<file path="src/rtl/spi_flash_pkg.sv">
// -----------------------------------------------------------------------------
// spi_flash_pkg
// Shared definitions for the SPI flash command master: flash opcodes, the
// status-register busy bit position and the sequencer state encoding.
// No ports.
// -----------------------------------------------------------------------------
package spi_flash_pkg;

    localparam logic [7:0] CMD_WREN = 8'h06;
    localparam logic [7:0] CMD_RDSR = 8'h05;
    localparam int         WIP_BIT  = 0;

    typedef enum logic [2:0] {
        IDLE,
        WREN,
        GAP,
        RDSR_CMD,
        RDSR_READ,
        FINISH
    } spi_mst_state_t;

endpackage

</file>
<file path="src/rtl/spi_flash_cmd_master_if.sv">
// -----------------------------------------------------------------------------
// spi_flash_cmd_master_if
// Bundles the front-end handshake (start/busy/done/flag_end/status/timeout)
// and the single-lane SPI pins (CS/CLOCK/IO0/IO1) of the command master.
// Modports:
//   master - the command master: drives handshake results and SPI pins,
//            receives start and IO1.
//   slave  - the environment (front end + flash): drives start and IO1.
// -----------------------------------------------------------------------------
interface spi_flash_cmd_master_if;

    logic       start;
    logic       busy;
    logic       done;
    logic       flag_end;
    logic [7:0] status;
    logic       timeout;
    logic       CS;
    logic       CLOCK;
    logic       IO0;
    logic       IO1;

    modport master (
        input  start, IO1,
        output busy, done, flag_end, status, timeout, CS, CLOCK, IO0
    );

    modport slave (
        output start, IO1,
        input  busy, done, flag_end, status, timeout, CS, CLOCK, IO0
    );

endinterface

</file>
<file path="src/rtl/spi_sclk_gen.sv">
// -----------------------------------------------------------------------------
// spi_sclk_gen
// SPI mode-0 serial clock generator. While en is high, sclk toggles every
// CLK_DIV ACLK cycles starting low; while en is low sclk is held low and the
// divider is reloaded so the next frame starts with a full low half-period.
// Ports:
//   ACLK, ARESET - clock, async active-high reset
//   en           - frame active
//   sclk         - serial clock output (idles low)
//   rise_stb     - high in the ACLK cycle whose closing edge raises sclk
//   fall_stb     - high in the ACLK cycle whose closing edge lowers sclk
// -----------------------------------------------------------------------------
module spi_sclk_gen #(
    parameter int CLK_DIV = 4
) (
    input  logic ACLK,
    input  logic ARESET,
    input  logic en,
    output logic sclk,
    output logic rise_stb,
    output logic fall_stb
);

    localparam int            CW     = (CLK_DIV > 1) ? $clog2(CLK_DIV) : 1;
    localparam logic [CW-1:0] RELOAD = CW'(CLK_DIV - 1);

    logic [CW-1:0] cnt_q;
    logic          tc;

    assign tc       = en && (cnt_q == '0);
    assign rise_stb = tc && !sclk;
    assign fall_stb = tc && sclk;

    always_ff @(posedge ACLK or posedge ARESET) begin
        if (ARESET) begin
            cnt_q <= RELOAD;
            sclk  <= 1'b0;
        end else if (!en) begin
            cnt_q <= RELOAD;
            sclk  <= 1'b0;
        end else if (tc) begin
            cnt_q <= RELOAD;
            sclk  <= ~sclk;
        end else begin
            cnt_q <= cnt_q - CW'(1);
        end
    end

endmodule

</file>
<file path="src/rtl/spi_flash_cmd_master.sv">
// -----------------------------------------------------------------------------
// spi_flash_cmd_master
// Sends Write-Enable, then Read-Status-Register to the external flash and
// keeps reading status bytes in the same CS-low frame until WIP clears.
// Parameters:
//   CLK_DIV  - ACLK cycles per SCLK half-period (>= 1)
//   MAX_POLL - status bytes read before giving up (1..255), only present
//              when SPI_FLASH_TIMEOUT_EN is defined
// Build option:
//   SPI_FLASH_TIMEOUT_EN - enables the saturating poll counter and timeout.
//                          Without it polling is unbounded and timeout is 0.
// Ports:
//   ACLK, ARESET - clock, async active-high reset
//   bus          - master modport: start/busy/done/flag_end/status/timeout
//                  and SPI pins CS/CLOCK/IO0/IO1
//
// state     | meaning
// ----------+-------------------------------------------------------------
// IDLE      | CS high, waiting for start
// WREN      | CS low, shifting opcode 0x06
// GAP       | CS high for 2*CLK_DIV cycles between the two frames
// RDSR_CMD  | CS low, shifting opcode 0x05
// RDSR_READ | CS low, reading status bytes back-to-back, IO0 held 0
// FINISH    | CS high, pulse done / set flag_end on the way back to IDLE
// -----------------------------------------------------------------------------
module spi_flash_cmd_master
    import spi_flash_pkg::*;
#(
    parameter int CLK_DIV = 4
`ifdef SPI_FLASH_TIMEOUT_EN
    ,
    parameter int MAX_POLL = 255
`endif
) (
    input  logic                   ACLK,
    input  logic                   ARESET,
    spi_flash_cmd_master_if.master bus
);

    localparam int               GAP_W    = $clog2(2 * CLK_DIV);
    localparam logic [GAP_W-1:0] GAP_LOAD = GAP_W'(2 * CLK_DIV - 1);
`ifdef SPI_FLASH_TIMEOUT_EN
    localparam logic [7:0]       POLL_MAX = 8'(MAX_POLL);
`endif

    spi_mst_state_t   state_q, state_d;

    logic             cs_q, cs_d;
    logic             io0_q, io0_d;
    logic             busy_q, busy_d;
    logic             done_q, done_d;
    logic             flag_end_q, flag_end_d;
    logic [7:0]       status_q, status_d;
    logic [7:0]       tx_sr_q, tx_sr_d;
    logic [7:0]       rx_sr_q, rx_sr_d;
    logic [2:0]       bit_cnt_q, bit_cnt_d;
    logic [GAP_W-1:0] gap_cnt_q, gap_cnt_d;
`ifdef SPI_FLASH_TIMEOUT_EN
    logic             timeout_q, timeout_d;
    logic [7:0]       poll_cnt_q, poll_cnt_d;
    logic [7:0]       poll_next;
`endif

    logic             sclk;
    logic             rise_stb;
    logic             fall_stb;

    // The serial clock runs exactly while CS is low, so a frame always opens
    // with a full low half-period carrying the first bit.
    spi_sclk_gen #(
        .CLK_DIV (CLK_DIV)
    ) u_sclk_gen (
        .ACLK     (ACLK),
        .ARESET   (ARESET),
        .en       (!cs_q),
        .sclk     (sclk),
        .rise_stb (rise_stb),
        .fall_stb (fall_stb)
    );

`ifdef SPI_FLASH_TIMEOUT_EN
    assign poll_next = (poll_cnt_q == POLL_MAX) ? poll_cnt_q : poll_cnt_q + 8'd1;
`endif

    always_ff @(posedge ACLK or posedge ARESET) begin
        if (ARESET) begin
            state_q <= IDLE;
        end else begin
            state_q <= state_d;
        end
    end

    always_comb begin
        state_d    = state_q;
        cs_d       = cs_q;
        io0_d      = io0_q;
        busy_d     = busy_q;
        done_d     = 1'b0;
        flag_end_d = flag_end_q;
        status_d   = status_q;
        tx_sr_d    = tx_sr_q;
        rx_sr_d    = rx_sr_q;
        bit_cnt_d  = bit_cnt_q;
        gap_cnt_d  = gap_cnt_q;
`ifdef SPI_FLASH_TIMEOUT_EN
        timeout_d  = timeout_q;
        poll_cnt_d = poll_cnt_q;
`endif

        case (state_q)
            IDLE: begin
                if (bus.start) begin
                    state_d    = WREN;
                    busy_d     = 1'b1;
                    flag_end_d = 1'b0;
                    cs_d       = 1'b0;
                    io0_d      = CMD_WREN[7];
                    tx_sr_d    = {CMD_WREN[6:0], 1'b0};
                    bit_cnt_d  = 3'd0;
`ifdef SPI_FLASH_TIMEOUT_EN
                    timeout_d  = 1'b0;
                    poll_cnt_d = 8'd0;
`endif
                end
            end

            WREN, RDSR_CMD: begin
                // Next bit goes out on the falling edge; after the 8th falling
                // edge the opcode is complete.
                if (fall_stb) begin
                    bit_cnt_d = bit_cnt_q + 3'd1;
                    if (bit_cnt_q == 3'd7) begin
                        io0_d = 1'b0;
                        if (state_q == WREN) begin
                            state_d   = GAP;
                            cs_d      = 1'b1;
                            gap_cnt_d = GAP_LOAD;
                        end else begin
                            state_d = RDSR_READ;
                        end
                    end else begin
                        io0_d   = tx_sr_q[7];
                        tx_sr_d = {tx_sr_q[6:0], 1'b0};
                    end
                end
            end

            GAP: begin
                if (gap_cnt_q == '0) begin
                    state_d   = RDSR_CMD;
                    cs_d      = 1'b0;
                    io0_d     = CMD_RDSR[7];
                    tx_sr_d   = {CMD_RDSR[6:0], 1'b0};
                    bit_cnt_d = 3'd0;
                end else begin
                    gap_cnt_d = gap_cnt_q - GAP_W'(1);
                end
            end

            RDSR_READ: begin
                if (rise_stb) begin
                    rx_sr_d = {rx_sr_q[6:0], bus.IO1};
                end
                // Byte boundary is the 8th falling edge: all 8 bits were
                // captured on the preceding rising edges.
                if (fall_stb) begin
                    bit_cnt_d = bit_cnt_q + 3'd1;
                    if (bit_cnt_q == 3'd7) begin
                        status_d = rx_sr_q;
`ifdef SPI_FLASH_TIMEOUT_EN
                        poll_cnt_d = poll_next;
`endif
                        if (!rx_sr_q[WIP_BIT]) begin
                            state_d = FINISH;
                            cs_d    = 1'b1;
                        end
`ifdef SPI_FLASH_TIMEOUT_EN
                        else if (poll_next == POLL_MAX) begin
                            state_d   = FINISH;
                            cs_d      = 1'b1;
                            timeout_d = 1'b1;
                        end
`endif
                    end
                end
            end

            FINISH: begin
                state_d    = IDLE;
                done_d     = 1'b1;
                flag_end_d = 1'b1;
                busy_d     = 1'b0;
            end

            default: begin
                state_d = IDLE;
                cs_d    = 1'b1;
                io0_d   = 1'b0;
                busy_d  = 1'b0;
            end
        endcase
    end

    always_ff @(posedge ACLK or posedge ARESET) begin
        if (ARESET) begin
            cs_q       <= 1'b1;
            io0_q      <= 1'b0;
            busy_q     <= 1'b0;
            done_q     <= 1'b0;
            flag_end_q <= 1'b0;
            status_q   <= 8'h00;
            tx_sr_q    <= 8'h00;
            rx_sr_q    <= 8'h00;
            bit_cnt_q  <= 3'd0;
            gap_cnt_q  <= '0;
`ifdef SPI_FLASH_TIMEOUT_EN
            timeout_q  <= 1'b0;
            poll_cnt_q <= 8'd0;
`endif
        end else begin
            cs_q       <= cs_d;
            io0_q      <= io0_d;
            busy_q     <= busy_d;
            done_q     <= done_d;
            flag_end_q <= flag_end_d;
            status_q   <= status_d;
            tx_sr_q    <= tx_sr_d;
            rx_sr_q    <= rx_sr_d;
            bit_cnt_q  <= bit_cnt_d;
            gap_cnt_q  <= gap_cnt_d;
`ifdef SPI_FLASH_TIMEOUT_EN
            timeout_q  <= timeout_d;
            poll_cnt_q <= poll_cnt_d;
`endif
        end
    end

    assign bus.CS       = cs_q;
    assign bus.CLOCK    = sclk;
    assign bus.IO0      = io0_q;
    assign bus.busy     = busy_q;
    assign bus.done     = done_q;
    assign bus.flag_end = flag_end_q;
    assign bus.status   = status_q;
`ifdef SPI_FLASH_TIMEOUT_EN
    assign bus.timeout  = timeout_q;
`else
    assign bus.timeout  = 1'b0;
`endif

endmodule

</file>
<file path="src/flat_wrapper.sv">
// flat-port wrapper written by rule: the top's interface ports become plain ports
module spi_flash_cmd_master_flat import spi_flash_pkg::*;
#(
    parameter int CLK_DIV = 4

)
  (ACLK, ARESET, bus_start, bus_IO1, bus_busy, bus_done, bus_flag_end, bus_status, bus_timeout, bus_CS, bus_CLOCK, bus_IO0);
  spi_flash_cmd_master_if bus_i ();
  input  logic ACLK;
  input  logic ARESET;
  input wire logic [$bits(bus_i.start)-1:0] bus_start;
  input wire logic [$bits(bus_i.IO1)-1:0] bus_IO1;
  output wire logic [$bits(bus_i.busy)-1:0] bus_busy;
  output wire logic [$bits(bus_i.done)-1:0] bus_done;
  output wire logic [$bits(bus_i.flag_end)-1:0] bus_flag_end;
  output wire logic [$bits(bus_i.status)-1:0] bus_status;
  output wire logic [$bits(bus_i.timeout)-1:0] bus_timeout;
  output wire logic [$bits(bus_i.CS)-1:0] bus_CS;
  output wire logic [$bits(bus_i.CLOCK)-1:0] bus_CLOCK;
  output wire logic [$bits(bus_i.IO0)-1:0] bus_IO0;
  assign bus_i.start = bus_start;
  assign bus_i.IO1 = bus_IO1;
  assign bus_busy = bus_i.busy;
  assign bus_done = bus_i.done;
  assign bus_flag_end = bus_i.flag_end;
  assign bus_status = bus_i.status;
  assign bus_timeout = bus_i.timeout;
  assign bus_CS = bus_i.CS;
  assign bus_CLOCK = bus_i.CLOCK;
  assign bus_IO0 = bus_i.IO0;
  spi_flash_cmd_master #(.CLK_DIV(CLK_DIV)) u_core (.ACLK(ACLK), .ARESET(ARESET), .bus(bus_i));
endmodule
</file>
<file path="config.mk">
export PLATFORM = sky130hd
export DESIGN_NAME = spi_flash_cmd_master_flat
export DESIGN_NICKNAME = d
export VERILOG_FILES = /design/src/rtl/spi_flash_pkg.sv /design/src/rtl/spi_flash_cmd_master_if.sv /design/src/rtl/spi_sclk_gen.sv /design/src/rtl/spi_flash_cmd_master.sv /design/src/flat_wrapper.sv
export SDC_FILE = /design/constraint.sdc
export NUM_CORES = 1
export LEC_CHECK = 0
export BUFFER_PORTS_ARGS = -buffer_cell sky130_fd_sc_hd__buf_2
export CORE_AREA = 2 2 83 85
export CTS_BUF_LIST = sky130_fd_sc_hd__clkbuf_4 sky130_fd_sc_hd__clkbuf_8 sky130_fd_sc_hd__clkbuf_16
export CTS_CLUSTER_DIAMETER = 120
export DETAILED_ROUTE_END_ITERATION = 10
export DIE_AREA = 0 0 85 87
export HOLD_SLACK_MARGIN = 0.08
export PLACE_DENSITY = 0.43
export SLEW_MARGIN = 20
export SYNTH_ARGS = -nofsm -noshare
export SYNTH_HDL_FRONTEND = slang
export SYNTH_SLANG_ARGS = --single-unit
</file>
<file path="constraint.sdc">
create_clock -name ACLK -period 6.15 [get_ports ACLK]
set_input_delay 1.5375 -clock ACLK [delete_from_list [all_inputs] [get_ports ACLK]]
set_output_delay 1.5375 -clock ACLK [all_outputs]
set_load 0.005 [all_outputs]
</file>
-- Word level (Yosys, flattened, before mapping)
Index checks and enable logic that the tools add are counted.
- flip-flop bits (word level): 41
- bits of input ports: 4
- output and inout port bits: 15
- word-level logic and storage cells: 107
- add/sub/neg operators: 3
- equality and inequality tests: 17
- multiplexer cells: 43
- bitwise gates (word level): 4
- reductions and logical operators: 27
- operators by type and width (operator ; number):
    $mux W3 ; 15
    $mux W8 ; 4
    $pmux W8 S3 ; 1
    $mux W1 ; 14
    $ne A2 B1 Y1 const B ; 7
    $pmux W3 S4 ; 1
    $reduce_and A5 Y1 ; 2
    $eq A3 B3 Y1 const B ; 3
    $pmux W3 S3 ; 1
    $reduce_and A9 Y1 ; 1
    $ne A2 B2 Y1 const B ; 4
    $reduce_and A4 Y1 ; 2
    $reduce_and A7 Y1 ; 1
    $eq A3 B2 Y1 const B ; 2
    $logic_not A3 Y1 ; 2
    $pmux W3 S2 ; 1
    $reduce_and A2 Y1 ; 3
    $reduce_bool A2 Y1 ; 3
    $reduce_bool A3 Y1 ; 2
    $pmux W1 S5 ; 1
    $mux W2 ; 2
    $not A1 Y1 ; 4
    $pmux W1 S2 ; 2
    $pmux W1 S4 ; 1
    11 further kinds ; 15

-- Longest topological paths before layout
Gate-level depths: netlist of the first run.
- depth in word-level cells: 5
- mapped depth: 7
- mapped depth without buffers: 7

-- By module
From an unflattened synthesis of the first run, not the netlist that was laid out.
- cell total of the unflattened synthesis: 157
- area, all modules: 1828.0 µm²
- by module, submodules not included (module ; instances ; cells an instance ; area each (µm²) ; seq. area each (µm²)):
    spi_flash_cmd_master ; 1 ; 143 ; 1685.4 ; 927.1
    spi_sclk_gen ; 1 ; 14 ; 142.6 ; 77.6

-- Least setup slack after synthesis of the first run
No wires, ideal clock.
- path kind: in2reg
- from: input bus_start
- to: register u_core.io0_q, in the netlist u_core.bus.IO0
- setup time: 125 ps
- data arrival time: 2610 ps
- required time: 6025 ps
- path slack: 3415 ps
- stages on the path: 4
- path buffers: 0
- path through: mux2_4 -> or3_1 -> and3b_1 -> mux2_4
- longest elaborated chain between the ends: 2
- RTL lines (element ; RTL line ; RTL):
    from (decl) ; flat_wrapper.sv:11 ; input wire logic [$bits(bus_i.start)-1:0] bus_start;
    $ne A2 B2 Y1 (no line) ; n/a ;
    $reduce_and A4 Y1 (no line) ; n/a ;
    to (signal assigned) ; spi_flash_cmd_master.sv:222 ; io0_q <= io0_d;
    to (decl) ; spi_flash_cmd_master.sv:49 ; logic io0_q, io0_d;
No other way between the ends.
A chain may end at the register's enable or synchronous reset.

-- Worst setup path in the final report of the first run
Same ends and word-level chain as after synthesis.

==> impl_metrics.env, run 1 <==
export IMPL_status="complete, no violations"
export IMPL_drive_above_1_share_pct=28.4
export IMPL_syn2layout_area_growth_pct=14.4
export IMPL_ir_worst_vdd_v=0.000102
export IMPL_critPathTopFamily="multiplexers"
export IMPL_worst_r2r_setup_slack_ps=4090
export IMPL_worst_path_buf_inv=1
export IMPL_critPathRequiredTime_ps=6320
export IMPL_critical_path_cell_chain="buf_2 > mux2_4 > or3_1 > and3b_1 > mux2_4"
export IMPL_grt_max_degree=41
export IMPL_clk_path_buf_depth=2
export IMPL_hold_viol=0
export IMPL_cts_hold_fix_buffers=0
export IMPL_rsz0062_at_grt="no"
export IMPL_h_tree_depth=2
export IMPL_final_util_pct=31.9
export IMPL_power_frac_seq_pct=58.6
export IMPL_ant_nets=0
export IMPL_worst_setup_path_type="input port to flip-flop"
export IMPL_die_area_um2=7400
export IMPL_worstSetupPathDepth=5
export IMPL_numCtsBuffers=5
export IMPL_hpwl_mm=2.48
export IMPL_p_total_uw=450
export IMPL_drt_wirelength_per_cell_um=13.4
export IMPL_fin_crit_ps=2610
export IMPL_fmax_mhz=384
export IMPL_p_leak_uw=0.00109
export IMPL_netlist_area_um2=1830
export IMPL_startpoint="bus_start"
export IMPL_gp_congestion=0.712
export IMPL_root_buffer="clkbuf_8"
export IMPL_syn_avg_cell_area_um2=11.3
export IMPL_first_iter_violations=33
export IMPL_cap_violations=0
export IMPL_avgViaCountPerCell=4.60
export IMPL_ys_flop_type="dfrtp_1"
export IMPL_synthArstFlopShare_pct=100
export IMPL_antenna_found_initial=0
export IMPL_synth_seq_cells=40
export IMPL_dpl_cell_area_um2=2000
export IMPL_seq_area_frac_synth_pct=54.9
export IMPL_post_cts_resized=0
export IMPL_core_area_um2=6570
export IMPL_final_area_um2=2090
export IMPL_cp_endpoint="u_core.bus.IO0"
export IMPL_p_comb_share_pct=1.6
export IMPL_dr_pass1_iters=4
export IMPL_cpPeakStageDelay_ps=340
export IMPL_start_util_pct=27.9
export IMPL_ios=19
export IMPL_finClkSkew_ps=4.33
export IMPL_fillerInstances=651
export IMPL_p_sw_share_pct=21.3
export IMPL_cp_end_kind="flip-flop"
export IMPL_critPathMostFrequentCell="mux2_4"
export IMPL_fin_crit_sh_pct=42.4
export IMPL_cts_tree="yes"
export IMPL_arrival_ps=2780
export IMPL_cts_clk_slew_worst_paths_ps=70
export IMPL_crit_path_start_kind="input port"
export IMPL_antennaDiodeCount=0
export IMPL_tightestPinTransition_ps=674
export IMPL_cpMaxStageDelayCell="or3_1"
export IMPL_crit_fanout=5
export IMPL_ff2ff_path_depth=7
export IMPL_insertion_delay_ps=290
export IMPL_drc_errors=0
export IMPL_port_buffers=17
export IMPL_fp_row_count=30
export IMPL_finalSetupTns_ps=0
export IMPL_crit_reg2reg_launch="u_core.gap_cnt_q[0]"
export IMPL_finalSetupViolations=0
export IMPL_die_w_um=85
export IMPL_slew_headroom_pct=55.1
export IMPL_synth_edf_count=0
export IMPL_layout_nets=191
export IMPL_grt_total_usage_pct=10.9
export IMPL_switchingPower_uw=95.8
export IMPL_powerDensity_nw_per_um2=215
export IMPL_hp_start="u_core.u_sclk_gen.cnt_q[0]"
export IMPL_cts_setup_buffers=0
export IMPL_drt_total_wl_mm=3.54
export IMPL_hp_class="flip-flop to flip-flop"
export IMPL_yosysWarnings=0
export IMPL_fp_dieH_um=87
export IMPL_grt_pass1_vias=1381
export IMPL_synthCells=162
export IMPL_syn_nets=171
export IMPL_grt_overflow_total=0
export IMPL_fin_cells=263
export IMPL_p_clk_share_pct=39.8
export IMPL_reg2reg_to="u_core.bus.IO0"
export IMPL_vias=1211
export IMPL_internal_power_uw=354
export IMPL_cts_sinks=40
export IMPL_grt_pass1_wl_mm=6.38
export IMPL_yosys_cell_types_count=34
export IMPL_drv_slew=0
export IMPL_dp_cells=255
[how the worst min path moves through the flow]
| stage | end | slack [ps] | depth (start not counted) |
|---|---|---|---|
| detailed placement | u_core.u_sclk_gen.cnt_q[0] | 440 | 1 |
| finish | u_core.u_sclk_gen.cnt_q[0] | 460 | 1 |
| global route | u_core.u_sclk_gen.cnt_q[0] | 480 | 1 |
| CTS | u_core.u_sclk_gen.cnt_q[0] | 460 | 1 |
| global placement | u_core.u_sclk_gen.cnt_q[0] | 440 | 1 |
| floorplan | u_core.u_sclk_gen.cnt_q[0] | 430 | 1 |
[power by group through the flow]
stage | logic (uW) | registers (uW) | clock network [uW]
4_1_cts | 7.80 | 264 | 189
5_1_grt | 8.67 | 264 | 200
2_1_floorplan | 4.85 | 269 | 0
3_3_place_gp | 7.51 | 269 | 0
6_report | 7.32 | 264 | 179
3_5_place_dp | 7.84 | 269 | 0
[layout by cell type, fill, tap and decap left out, types with 2 or more instances in the layout]
| cell | count |
|---|---|
| a21oi_1 | 7 |
| buf_2 | 17 |
| clkbuf_8 | 6 |
| clkinv_2 | 2 |
| dfrtp_1 | 37 |
| dfstp_2 | 3 |
| ha_1 | 5 |
| inv_1 | 16 |
| mux2_2 | 18 |
| mux2_4 | 2 |
| mux2i_1 | 4 |
| nand2_1 | 13 |
| nand2b_1 | 5 |
| nand3_1 | 4 |
| nand4b_1 | 2 |
| nor2_1 | 7 |
| nor3_1 | 7 |
| o21ai_0 | 9 |
| xnor2_1 | 2 |
[cell type report]
class	instances	area [um2]	share of cell area [%]
sequential	40	1000	48.0
multi-input combinational	101	743	35.5
timing repair buffer	18	92.6	4.42
tap	80	100	4.78
clock inverter	2	10.0	0.478
clock buffer	6	82.6	3.95
inverter	16	60.1	2.87
[cells by family (layout without fill, tap and decap cells)]
logic type | count (synthesis) | in the layout | synth area share, %
adder cells (fa/ha/maj) | 5 | 5 | 3.42
XOR/XNOR | 3 | 3 | 1.44
buffers and inverters | 21 | 42 | 4.51
AO/OA/AOI/OAI | 23 | 23 | 7.72
other | 1 | 1 | 0.205
AND/OR/NAND/NOR | 45 | 45 | 12.9
multiplexers | 24 | 24 | 14.9
flip-flops | 40 | 40 | 54.9
[per-layer routing]
layer  wire [um]  GRT usage, %  vias to the layer above
li1            -             -                      587
met5           0             0                        -
met4          72          5.48                        0
met2        1650          17.8                       18
met1        1650          13.3                      599
met3         159          3.03                        7
[stage by stage]
stage	hold WS, ps	setup WS, ps
after floorplan	428	3420
after global placement	440	3240
after detailed placement	444	3240
after CTS	463	3550
after global routing	479	3510
final	456	3540
[flip-flops by register name, summed over array words and instances, names as in the netlist, 2 cells and up]
register and cells:
u_core.bit_cnt_q 3, u_core.bus.status 8, u_core.gap_cnt_q 3, u_core.rx_sr_q 8
u_core.state_q 3, u_core.tx_sr_q 7, u_core.u_sclk_gen.cnt_q 2
[synthesized netlist by cell type, drive strengths merged, types with 2 or more instances]
cell,number,share of area [%]
a21oi,7,1.9
clkbuf,4,0.82
dfrtp,37,51
dfstp,3,4.3
ha,5,3.4
inv,16,3.3
mux2,20,13
mux2i,4,2.2
nand2,13,2.7
nand2b,5,1.7
nand3,4,1.1
nand4b,2,0.96
nor2,7,1.4
nor3,7,1.9
o21ai,9,2.5
xnor2,2,0.96
Power figures use the tool's default switching activity.
==> inputs of run 2 (changes only) <==
--- a/config.mk
+++ b/config.mk
@@ -12,7 +12,7 @@
 export DETAILED_ROUTE_END_ITERATION = 10
 export DIE_AREA = 0 0 85 87
 export HOLD_SLACK_MARGIN = 0.08
-export PLACE_DENSITY = 0.43
+export PLACE_DENSITY = 0.45
 export SLEW_MARGIN = 20
 export SYNTH_ARGS = -nofsm -noshare
 export SYNTH_HDL_FRONTEND = slang
==> constraint.sdc (replaced) <==
create_clock -name ACLK -period 2.1 [get_ports ACLK]
set_input_delay 0.525 -clock ACLK [delete_from_list [all_inputs] [get_ports ACLK]]
set_output_delay 0.525 -clock ACLK [all_outputs]
set_load 0.005 [all_outputs]
==> run 2 against run 1 <==
- clock skew is 1.0 ps higher
- sequential cell count unchanged
- utilization up 1.5 points
- critical path depth up 2
- wire length is 1.1% lower
- first-iteration DRC count increased by 79%
- largest cell class unchanged
==> impl_metrics.env, run 2 (synthesized netlist as in run 1, its figures left out) <==
export IMPL_core_area_um2=6570
export IMPL_layout_setup_ws_ps=83.6
export IMPL_cap_violations=0
export IMPL_port_buffers=17
export IMPL_ios=19
export IMPL_switchingPower_uw=288
export IMPL_fp_row_count=30
export IMPL_fin_crit_sh_pct=96.0
export IMPL_grt_overflow_total=0
export IMPL_layout_commonest_cell="dfrtp_1"
export IMPL_grt_total_usage_pct=10.7
export IMPL_fmax_mhz=496
export IMPL_dr_pass1_iters=4
export IMPL_p_comb_share_pct=1.5
export IMPL_drive_above_1_share_pct=33.7
export IMPL_multi_input_comb_area_um2=751
export IMPL_arrival_ps=2190
export IMPL_crit_path_start_kind="flip-flop"
export IMPL_layout_nets=201
export IMPL_grt_pass1_vias=1317
export IMPL_finalSetupViolations=0
export IMPL_drc_errors=0
export IMPL_hpwl_mm=2.50
export IMPL_p_sw_share_pct=20.4
export IMPL_die_w_um=85
export IMPL_slew_headroom_pct=66.4
export IMPL_fillerInstances=654
export IMPL_hp_class="input port to asynchronous set/reset pin"
export IMPL_critPathMostFrequentCell="mux2_4"
export IMPL_internal_power_uw=1130
export IMPL_status="complete, no violations"
export IMPL_ant_nets=0
export IMPL_crit_fanout=4
export IMPL_place_ws_ps=73.1
export IMPL_worst_r2r_setup_slack_ps=80
export IMPL_start_util_pct=27.9
export IMPL_drt_wirelength_per_cell_um=12.8
export IMPL_clk_path_buf_depth=2
export IMPL_tightestPinTransition_ps=504
export IMPL_critPathRequiredTime_ps=2280
export IMPL_drv_slew=0
export IMPL_ir_worst_vdd_v=0.000284
export IMPL_cts_sinks=40
export IMPL_critical_path_cell_chain="inv_2 > ha_1 > ha_2 > mux2_4 > or3_4 > and3b_1 > mux2_4"
export IMPL_numCtsBuffers=5
export IMPL_cpPeakStageDelay_ps=370
export IMPL_hold_viol=0
export IMPL_cts_tree="yes"
export IMPL_hold_slack_ps=339
export IMPL_antennaDiodeCount=0
export IMPL_root_buffer="clkbuf_8"
export IMPL_fin_crit_ps=2020
export IMPL_cts_hold_fix_buffers=0
export IMPL_powerDensity_nw_per_um2=645
export IMPL_finalSetupTns_ps=0
export IMPL_rsz0062_at_grt="no"
export IMPL_ff2ff_path_depth=7
export IMPL_gp_congestion=0.729
export IMPL_avgViaCountPerCell=4.45
export IMPL_cts_clk_slew_worst_paths_ps=80
export IMPL_fin_cells=273
export IMPL_final_seq_area_um2=1000
export IMPL_grt_max_degree=41
export IMPL_syn2layout_area_growth_pct=19.9
export IMPL_power_frac_seq_pct=54.6
export IMPL_insertion_delay_ps=290
export IMPL_finClkSkew_ps=5.33
export IMPL_fp_dieH_um=87
export IMPL_h_tree_depth=2
export IMPL_grt_pass1_wl_mm=6.34
export IMPL_antenna_found_initial=0
export IMPL_vias=1214
export IMPL_die_area_um2=7400
export IMPL_p_clk_share_pct=43.9
export IMPL_cp_end_kind="flip-flop"
export IMPL_cpMaxStageDelayCell="dfrtp_1"
export IMPL_worst_setup_path_type="flip-flop to flip-flop"
export IMPL_crit_reg2reg_launch="u_core.gap_cnt_q[0]"
export IMPL_first_iter_violations=59
export IMPL_reg2reg_to="u_core.bus.IO0"
export IMPL_dp_cells=263
export IMPL_p_leak_uw=0.00114
export IMPL_layout_common_cells="dfrtp_1, mux2_2, buf_2"
export IMPL_drt_total_wl_mm=3.50
[run 2: cell types whose count changed in the layout (fill, tap and decap cells not counted)]
cell        delta
buf_4         +10
bufinv_16      +1
clkbuf_8       -1
clkinv_2       -1
clkinvlp_4     +1
ha_1           -1
ha_2           +1
inv_1          -1
inv_2          +1
or3_1          -1
or3_4          +1
[run 2: how the worst max path moves through the flow]
stage / startpoint / end / slack [ps] / cells after the start
final: u_core.gap_cnt_q[0] / u_core.bus.IO0 / 80 / 7
after global routing: u_core.gap_cnt_q[0] / u_core.bus.IO0 / 7 / 7
after CTS: u_core.gap_cnt_q[0] / u_core.bus.IO0 / 50 / 7
after detailed placement: u_core.gap_cnt_q[0] / u_core.bus.IO0 / 70 / 7
after global placement: u_core.gap_cnt_q[0] / u_core.bus.IO0 / 100 / 7
after floorplan: u_core.gap_cnt_q[0] / u_core.bus.IO0 / 150 / 7
[run 2: final cells by class]
cell class	instances	area share (%)
Inverter	16	2.74
Multi-Input combinational cell	101	34.2
Tap cell	80	4.56
Sequential cell	40	45.8
Clock inverter	3	1.94
Clock buffer	5	3.14
Timing Repair Buffer	28	7.64
[run 2: power groups by stage]
stage | sequential (uW) | clock [uW] | combinational, uW
floorplan | 787 | 0 | 14.2
global placement | 787 | 0 | 23.0
detailed placement | 787 | 0 | 22.7
CTS | 772 | 650 | 22.6
global route | 773 | 680 | 25.7
finish | 772 | 622 | 20.8
[run 2: metrics by stage]
step	util [%]	total power, uW	area (um2)
after floorplan	-	801	1830
after global placement	31.4	810	2060
after detailed placement	31.4	810	2060
after CTS	33.1	1440	2170
after global routing	33.4	1480	2190
final	33.4	1410	2190
[run 2: per-layer routing]
layer	GRT usage (%)	vias up	routed length (um)
met5	0	-	0
met4	3.46	0	15
met3	3.03	2	138
met2	17.4	16	1680
met1	13.9	586	1660
li1	-	610	-
[run 2: worst max-delay path, delay by kind of cell (launching register included)]
| kind | cells | cell delay (ps) |
|---|---|---|
| adders and majority gates | 2 | 380 |
| buffers and inverters | 1 | 40 |
| DFF | 1 | 370 |
| muxes | 2 | 570 |
| and+or+nand+nor | 2 | 540 |
[run 2: timing repair]
| item | CTS | global route |
|---|---|---|
| setup endpoints to repair | 0 | 1 |
| resized for setup | 0 | 3 |
| setup buffers | 0 | 2 |
==> inputs of run 3 (changes only) <==
==> constraint.sdc (replaced) <==
create_clock -name ACLK -period 2.1 [get_ports ACLK]
set_input_delay 0.42 -clock ACLK [delete_from_list [all_inputs] [get_ports ACLK]]
set_output_delay 0.42 -clock ACLK [all_outputs]
set_load 0.005 [all_outputs]
==> run 3 against run 2 <==
- register-to-register slack barely moved
- count of clock-buffer cells in the layout rose by 2
- global-route usage fell by 0.46 points
- non-clock buffer count fell by 1
- design area fell by 1.5%
- first-iteration DRC count rose by 5.1%
- die area did not move
- largest power group unchanged
- highest routed layer unchanged
==> impl_metrics.env, run 3 (synthesized netlist as in run 1, its figures left out) <==
export IMPL_layout_common_cells="dfrtp_1, mux2_2, buf_2"
export IMPL_critical_path_cell_chain="inv_1 > ha_1 > ha_1 > mux2_4 > or3_4 > and3b_1 > mux2_4"
export IMPL_p_sw_share_pct=20.5
export IMPL_fp_row_count=30
export IMPL_status="complete, no violations"
export IMPL_vias=1224
export IMPL_hp_class="input port to asynchronous set/reset pin"
export IMPL_die_area_um2=7400
export IMPL_p_clk_share_pct=39.0
export IMPL_crit_fanout=3
export IMPL_dpl_cell_area_um2=2060
export IMPL_layout_commonest_cell="dfrtp_1"
export IMPL_core_area_um2=6570
export IMPL_grt_overflow_total=0
export IMPL_multi_input_comb_area_um2=748
export IMPL_powerDensity_nw_per_um2=602
export IMPL_p_comb_share_pct=1.6
export IMPL_antenna_found_initial=0
export IMPL_fin_crit_sh_pct=95.8
export IMPL_drv_slew=0
export IMPL_h_tree_depth=2
export IMPL_cpMaxStageDelayCell="dfrtp_1"
export IMPL_cts_tree="yes"
export IMPL_drc_errors=0
export IMPL_drive_above_1_share_pct=32.3
export IMPL_final_seq_area_um2=1000
export IMPL_gp_congestion=0.822
export IMPL_fin_crit_ps=2010
export IMPL_p_leak_uw=0.00113
export IMPL_die_w_um=85
export IMPL_ir_worst_vdd_v=0.000320
export IMPL_internal_power_uw=1030
export IMPL_finClkSkew_ps=6.79
export IMPL_first_iter_violations=62
export IMPL_antennaDiodeCount=0
export IMPL_cap_violations=0
export IMPL_dr_pass1_iters=4
export IMPL_syn2layout_area_growth_pct=18.1
export IMPL_rsz0062_at_grt="no"
export IMPL_grt_max_degree=41
export IMPL_startpoint="u_core.gap_cnt_q[0]"
export IMPL_grt_pass1_vias=1298
export IMPL_fmax_mhz=497
export IMPL_ff2ff_path_depth=7
export IMPL_layout_nets=200
export IMPL_arrival_ps=2180
export IMPL_worst_r2r_setup_slack_ps=90
export IMPL_clk_path_buf_depth=2
export IMPL_finalSetupViolations=0
export IMPL_fillerInstances=670
export IMPL_port_buffers=17
export IMPL_layout_setup_ws_ps=88.8
export IMPL_crit_reg2reg_launch="u_core.gap_cnt_q[0]"
export IMPL_ios=19
export IMPL_drt_wirelength_per_cell_um=12.5
export IMPL_cts_hold_fix_buffers=0
export IMPL_grt_total_usage_pct=10.3
export IMPL_worst_setup_path_type="flip-flop to flip-flop"
export IMPL_cts_sinks=40
export IMPL_cts_clk_slew_worst_paths_ps=70
export IMPL_start_util_pct=27.9
export IMPL_hpwl_mm=2.46
export IMPL_power_frac_seq_pct=59.3
export IMPL_insertion_delay_ps=280
export IMPL_hold_viol=0
export IMPL_finalSetupTns_ps=0
export IMPL_numCtsBuffers=5
export IMPL_fp_dieH_um=87
export IMPL_grt_pass1_wl_mm=6.09
export IMPL_place_ws_ps=68.5
export IMPL_crit_path_start_kind="flip-flop"
export IMPL_switchingPower_uw=267
export IMPL_reg2reg_to="u_core.bus.IO0"
export IMPL_cp_end_kind="flip-flop"
export IMPL_ant_nets=0
export IMPL_final_area_um2=2160
export IMPL_root_buffer="clkbuf_8"
export IMPL_critPathRequiredTime_ps=2270
export IMPL_cpPeakStageDelay_ps=350
export IMPL_drt_total_wl_mm=3.40
export IMPL_avgViaCountPerCell=4.50
[run 3: worst max-delay path: cells and delay by family, from the launching register on]
kind                       cells  cell delay [ps]
and+or+nand+nor                2              530
buffers and inverters          1               60
muxes                          2              560
DFF                            1              350
adders and majority gates      2              400
[run 3: what timing repair did]
item	4_1_cts	5_1_grt
buffers inserted	0	1
gates resized for setup	0	1
endpoints found under the hold margin	0	0
endpoints found under the setup margin	0	1
[run 3: worst max-delay path by stage]
stage                                 to  slack [ps]  cells after the start
final                     u_core.bus.IO0          90                      7
after global routing      u_core.bus.IO0           9                      7
after CTS                 u_core.bus.IO0          50                      7
after detailed placement  u_core.bus.IO0          70                      7
after global placement    u_core.bus.IO0         100                      7
after floorplan           u_core.bus.IO0         150                      7
[run 3: power by group through the flow]
stage | clock network, uW | logic, uW | registers (uW)
floorplan | 0 | 14.2 | 787
global placement | 0 | 23.0 | 787
detailed placement | 0 | 23.0 | 787
CTS | 534 | 23.1 | 772
global route | 567 | 25.5 | 772
finish | 508 | 21.0 | 772
[run 3: per-stage QoR]
step / util [%] / instances / power, uW / hold slack (ps)
floorplan: - / 162 / 801 / 428
global placement: 31.4 / 263 / 810 / 441
detailed placement: 31.4 / 263 / 810 / 442
CTS: 32.7 / 271 / 1330 / 266
global route: 32.9 / 272 / 1370 / 288
finish: 32.9 / 272 / 1300 / 242
[run 3: layout make-up]
| class | instances | area share (%) |
|---|---|---|
| clock buffers | 7 | 3.88 |
| clock inverters | 1 | 0.231 |
| inverters | 16 | 2.78 |
| multi-input cells | 101 | 34.6 |
| flip-flops and latches | 40 | 46.5 |
| well taps | 80 | 4.63 |
| repair buffers | 27 | 7.41 |
[run 3: metal layers]
metal	up-vias	GRT usage [%]	share of wire, %
li1	613	-	-
met1	591	13.3	49
met2	15	16.5	46
met3	5	2.94	3.5
met4	0	3.46	0.91
met5	-	0	0
